File: src/rtl/controlador_exibicao.sv
// rtl/controlador_exibicao.sv - steps through a stored LED sequence with timed on/off phases
module controlador_exibicao #(
  parameter int T_ON  = 1000,
  parameter int T_OFF = 500
) (
  input  logic       clock,
  input  logic       reset,
  input  logic       iniciar,
  input  logic       parar,
  input  logic [3:0] limite,
  input  logic [3:0] dado_memoria,
  output logic [3:0] endereco,
  output logic [3:0] leds,
  output logic       ocupado,
  output logic       pronto,
  output logic [3:0] db_estado
);

  localparam logic [3:0] INICIAL = 4'd0;
  localparam logic [3:0] PREPARA = 4'd1;
  localparam logic [3:0] ACENDE  = 4'd2;
  localparam logic [3:0] APAGA   = 4'd3;
  localparam logic [3:0] PROXIMO = 4'd4;
  localparam logic [3:0] FIM     = 4'd5;

  localparam logic [15:0] ULT_ON  = 16'(T_ON - 1);
  localparam logic [15:0] ULT_OFF = 16'(T_OFF - 1);

  logic [3:0]  estado, estado_prox;
  logic [15:0] timer;
  logic [3:0]  limite_reg;
  logic        fim_on, fim_off;

  assign fim_on  = (timer == ULT_ON);
  assign fim_off = (timer == ULT_OFF);

  always_ff @(posedge clock) begin
    if (reset) estado <= INICIAL;
    else       estado <= estado_prox;
  end

  always_comb begin
    estado_prox = INICIAL;
    case (estado)
      INICIAL: estado_prox = iniciar ? PREPARA : INICIAL;
      PREPARA: estado_prox = ACENDE;
      ACENDE:  estado_prox = fim_on ? APAGA : ACENDE;
      APAGA: begin
        if (!fim_off)                    estado_prox = APAGA;
        else if (endereco == limite_reg) estado_prox = FIM;
        else                             estado_prox = PROXIMO;
      end
      PROXIMO: estado_prox = ACENDE;
      FIM:     estado_prox = INICIAL;
      default: estado_prox = INICIAL;
    endcase
    // Abort wins over start and over timer expiry.
    if (parar) estado_prox = INICIAL;
  end

  always_ff @(posedge clock) begin
    if (reset) begin
      timer      <= 16'd0;
      endereco   <= 4'd0;
      limite_reg <= 4'd0;
    end else begin
      // Timer only runs while a timed phase continues; any transition clears it.
      if ((estado_prox == estado) && (estado == ACENDE || estado == APAGA))
        timer <= timer + 16'd1;
      else
        timer <= 16'd0;
      if (estado == PREPARA && estado_prox == ACENDE) begin
        endereco   <= 4'd0;
        limite_reg <= limite;
      end else if (estado == PROXIMO && estado_prox == ACENDE) begin
        endereco <= endereco + 4'd1;
      end
    end
  end

  always_comb begin
    leds      = 4'd0;
    ocupado   = 1'b1;
    pronto    = 1'b0;
    db_estado = estado;
    case (estado)
      INICIAL: ocupado = 1'b0;
      ACENDE:  leds    = dado_memoria;
      FIM:     pronto  = 1'b1;
      default: ;
    endcase
  end

endmodule
File: config.mk
export PLATFORM = sky130hd
export DESIGN_NAME = controlador_exibicao
export DESIGN_NICKNAME = d
export VERILOG_FILES = /design/src/rtl/controlador_exibicao.sv
export SDC_FILE = /design/constraint.sdc
export NUM_CORES = 1
export LEC_CHECK = 0
export ABC_AREA = 0
export BUFFER_PORTS_ARGS = -buffer_cell sky130_fd_sc_hd__buf_2
export CAP_MARGIN = 25
export CORE_MARGIN = 5
export CORE_UTILIZATION = 60
export CTS_BUF_LIST = sky130_fd_sc_hd__clkbuf_4
export CTS_CLUSTER_DIAMETER = 40
export DETAILED_ROUTE_END_ITERATION = 16
export PLACE_DENSITY = 0.95
export SLEW_MARGIN = 20
export SYNTH_ARGS = -nofsm -noshare
export SYNTH_HDL_FRONTEND = slang
export SYNTH_SLANG_ARGS = --single-unit
File: constraint.sdc
create_clock -name clock -period 3.05 [get_ports clock]
set_input_delay 0.305 -clock clock [delete_from_list [all_inputs] [get_ports clock]]
set_output_delay 0.305 -clock clock [all_outputs]
set_load 0.01 [all_outputs]
==> results.sh <==
export IMPL_place_gp_congestion=0.827
export IMPL_dp_cells=215
export IMPL_worstPathMaxFanout=20
export IMPL_gr_total_overflow=0
export IMPL_slew_headroom_pct=57.3
export IMPL_multi_input_area_um2=810
export IMPL_synthesis_area_mm2=0.00141
export IMPL_cp_start_kind="flip-flop"
export IMPL_vdd_drop_max_mv=0.277
export IMPL_cts_path_max_buffers=2
export IMPL_synthToLayoutAreaGrowth_pct=9.87
export IMPL_rsz0062_at_grt="no"
export IMPL_crit_type="flip-flop to primary output"
export IMPL_syn_nets=187
export IMPL_die_area_mm2=0.00341
export IMPL_grt_max_degree=21
export IMPL_skew_ns=0.0166
export IMPL_synth_seq_cells=27
export IMPL_diodes=0
export IMPL_stdcell_area_mm2=0.00155
export IMPL_power_leakage_nw=0.610
export IMPL_clk_latency_ns=0.34
export IMPL_fmax_mhz=517
export IMPL_grt_pass1_wl_um=5380
export IMPL_track_usage_pct=20.5
export IMPL_largest_reg_flops=16
export IMPL_fin_crit_ns=1.93
export IMPL_final_cells=219
export IMPL_crit_path_end_kind="primary output"
export IMPL_portBuffers=24
export IMPL_die_w_um=58.4
export IMPL_power_uw=556
export IMPL_final_max_slew_viol_count=0
export IMPL_first_pass_iters=4
export IMPL_synth_edf_count=0
export IMPL_clkSinkCount=27
export IMPL_placed_cell_area_mm2=0.00152
export IMPL_synthDistinctLibCells=41
export IMPL_num_vias=1293
export IMPL_cp_required_ns=2.74
export IMPL_setup_viol=0
export IMPL_final_layout_size_suffix_gt1_share_pct=17.3
export IMPL_cts_htree_levels=1
export IMPL_tns_ns=0
export IMPL_fin_crit_sh_pct=63.4
export IMPL_grt_antenna_before_repair=0
export IMPL_cts_tree="done"
export IMPL_clk_pin_slew_ns=0.15
export IMPL_die_y_um=58.4
export IMPL_via_per_inst=5.90
export IMPL_syn_inst=173
export IMPL_core_mm2=0.00223
export IMPL_nets=206
export IMPL_final_seq_area_um2=541
export IMPL_drv_cap=0
export IMPL_hpwl_um=2460
export IMPL_hold_class="input port to flip-flop"
export IMPL_syn_avg_cell_area_um2=8.14
export IMPL_synthArstFlopShare_pct=0
export IMPL_hold_buffers=0
export IMPL_status="finished, final reports clean"
export IMPL_io_pins=26
export IMPL_rows=17
export IMPL_tightestPinTransition_ns=0.640
export IMPL_drt_total_wl_um=3240
export IMPL_antenna_left=0
export IMPL_pwr_density_cell_mw_per_mm2=359
export IMPL_r2r_setup_slack_ns=1.12
export IMPL_grt_pass1_vias=1256
export IMPL_hold_viol_final=0
export IMPL_seq_area_frac_synth_pct=38.4
export IMPL_root_buffer="clkbuf_4"
export IMPL_numCtsBuffers=3
export IMPL_wire_per_inst_um=14.8
export IMPL_ys_warnings_count=0
export IMPL_post_cts_setup_buffer_count=0
export IMPL_n_fill_cell=184
export IMPL_drtIter0Drc=67
export IMPL_ys_flop_type="dfxtp_1"
export IMPL_critPathArrivalTime_ns=1.63
export IMPL_fin_util_pct=69.2
export IMPL_remaining_drc_errors=0
export IMPL_start_util_pct=63.0
export IMPL_post_cts_resized=0
==> layout by cell type (no fill, tap or decap), types with 2 or more instances in the layout <==
cell type	n
and3_1	7
clkbuf_4	4
nor4_1	2
o21bai_1	2
or3_1	2
or4_1	2
nand4_1	2
nand2_1	19
mux2i_1	5
buf_2	24
xnor2_1	7
dfxtp_1	27
o21ai_0	5
inv_1	3
xor2_1	10
nor2_1	27
a21oi_1	7
nand2b_1	2
ha_1	2
nand3_1	7
nor3_1	6
==> layout make-up <==
| class | count | area share (%) |
|---|---|---|
| multi-input cells | 133 | 52.3 |
| flip-flops and latches | 27 | 35.0 |
| repair buffers | 24 | 7.77 |
| well taps | 28 | 2.27 |
| clock buffers | 4 | 1.94 |
| inverters | 3 | 0.728 |
==> final timing paths <==
| kind | cells past startpoint | endpoint | startpoint |
|---|---|---|---|
| min | 3 | limite_reg[3] | limite[3] |
| max reg2reg | 6 | timer[5] | timer[0] |
| min reg2reg | 1 | timer[0] | timer[0] |
| max | 3 | leds[2] | db_estado[0] |
==> per-stage QoR <==
step / hold slack [ns] / setup WS [ns]
CTS: 0.193 / 1.14
global route: 0.220 / 0.943
detailed placement: 0.476 / 1.18
finish: 0.197 / 1.12
floorplan: 0.438 / 1.40
global placement: 0.448 / 1.30
==> report_power, final <==
part	switching, mW	leakage [nW]	internal [mW]
sequential	0.00499	0.218	0.355
clock	0.106	0.0184	0.0602
combinational	0.0164	0.373	0.0140
==> cell usage after synthesis, types with 2 or more instances <==
library cell  count  share of area (%)
nor4_1            2               0.89
or3_1             2               0.89
nor2_1           27                7.2
clkbuf_1          5                1.3
ha_1              2                1.8
nand2_1          19                5.1
nand3_1           7                2.5
a21oi_1           7                2.5
o21bai_1          2                1.1
buf_2             4                1.4
dfxtp_1          27                 38
or4_1             2                1.1
inv_1             3               0.80
mux2i_1           5                3.6
xnor2_1           7                4.4
and3_1            7                3.1
xor2_1           10                6.2
o21ai_0           5                1.8
nand4_1           2               0.89
nor3_1            6                2.1
nand2b_1          2               0.89
==> cells by family (layout without fill, tap and decap cells) <==
group | Yosys count | in the layout | synth area share [%]
adders and majority gates | 2 | 2 | 1.78
AOI/OAI and AO/OA | 19 | 19 | 8.18
other | 1 | 1 | 0.266
buffers and inverters | 13 | 31 | 4.09
xor gates and xnor gates | 17 | 17 | 10.6
and+or+nand+nor | 89 | 89 | 33.2
DFF | 27 | 27 | 38.4
muxes | 5 | 5 | 3.56
==> critical path, cell delays in order, from the launching register on <==
cell and delay [ns]:
dfxtp_1 0.75, nor2_1 0.18, and3_1 0.23, buf_2 0.14
==> layer usage <==
metal	vias to the layer above	share of wire, %	track usage (%)
met5	-	0	0
met4	0	3.0	13.9
met2	50	51	34.1
li1	630	-	-
met1	602	40	23.0
met3	11	6.1	4.82
No activity file was read; power rests on OpenSTA's default activity.
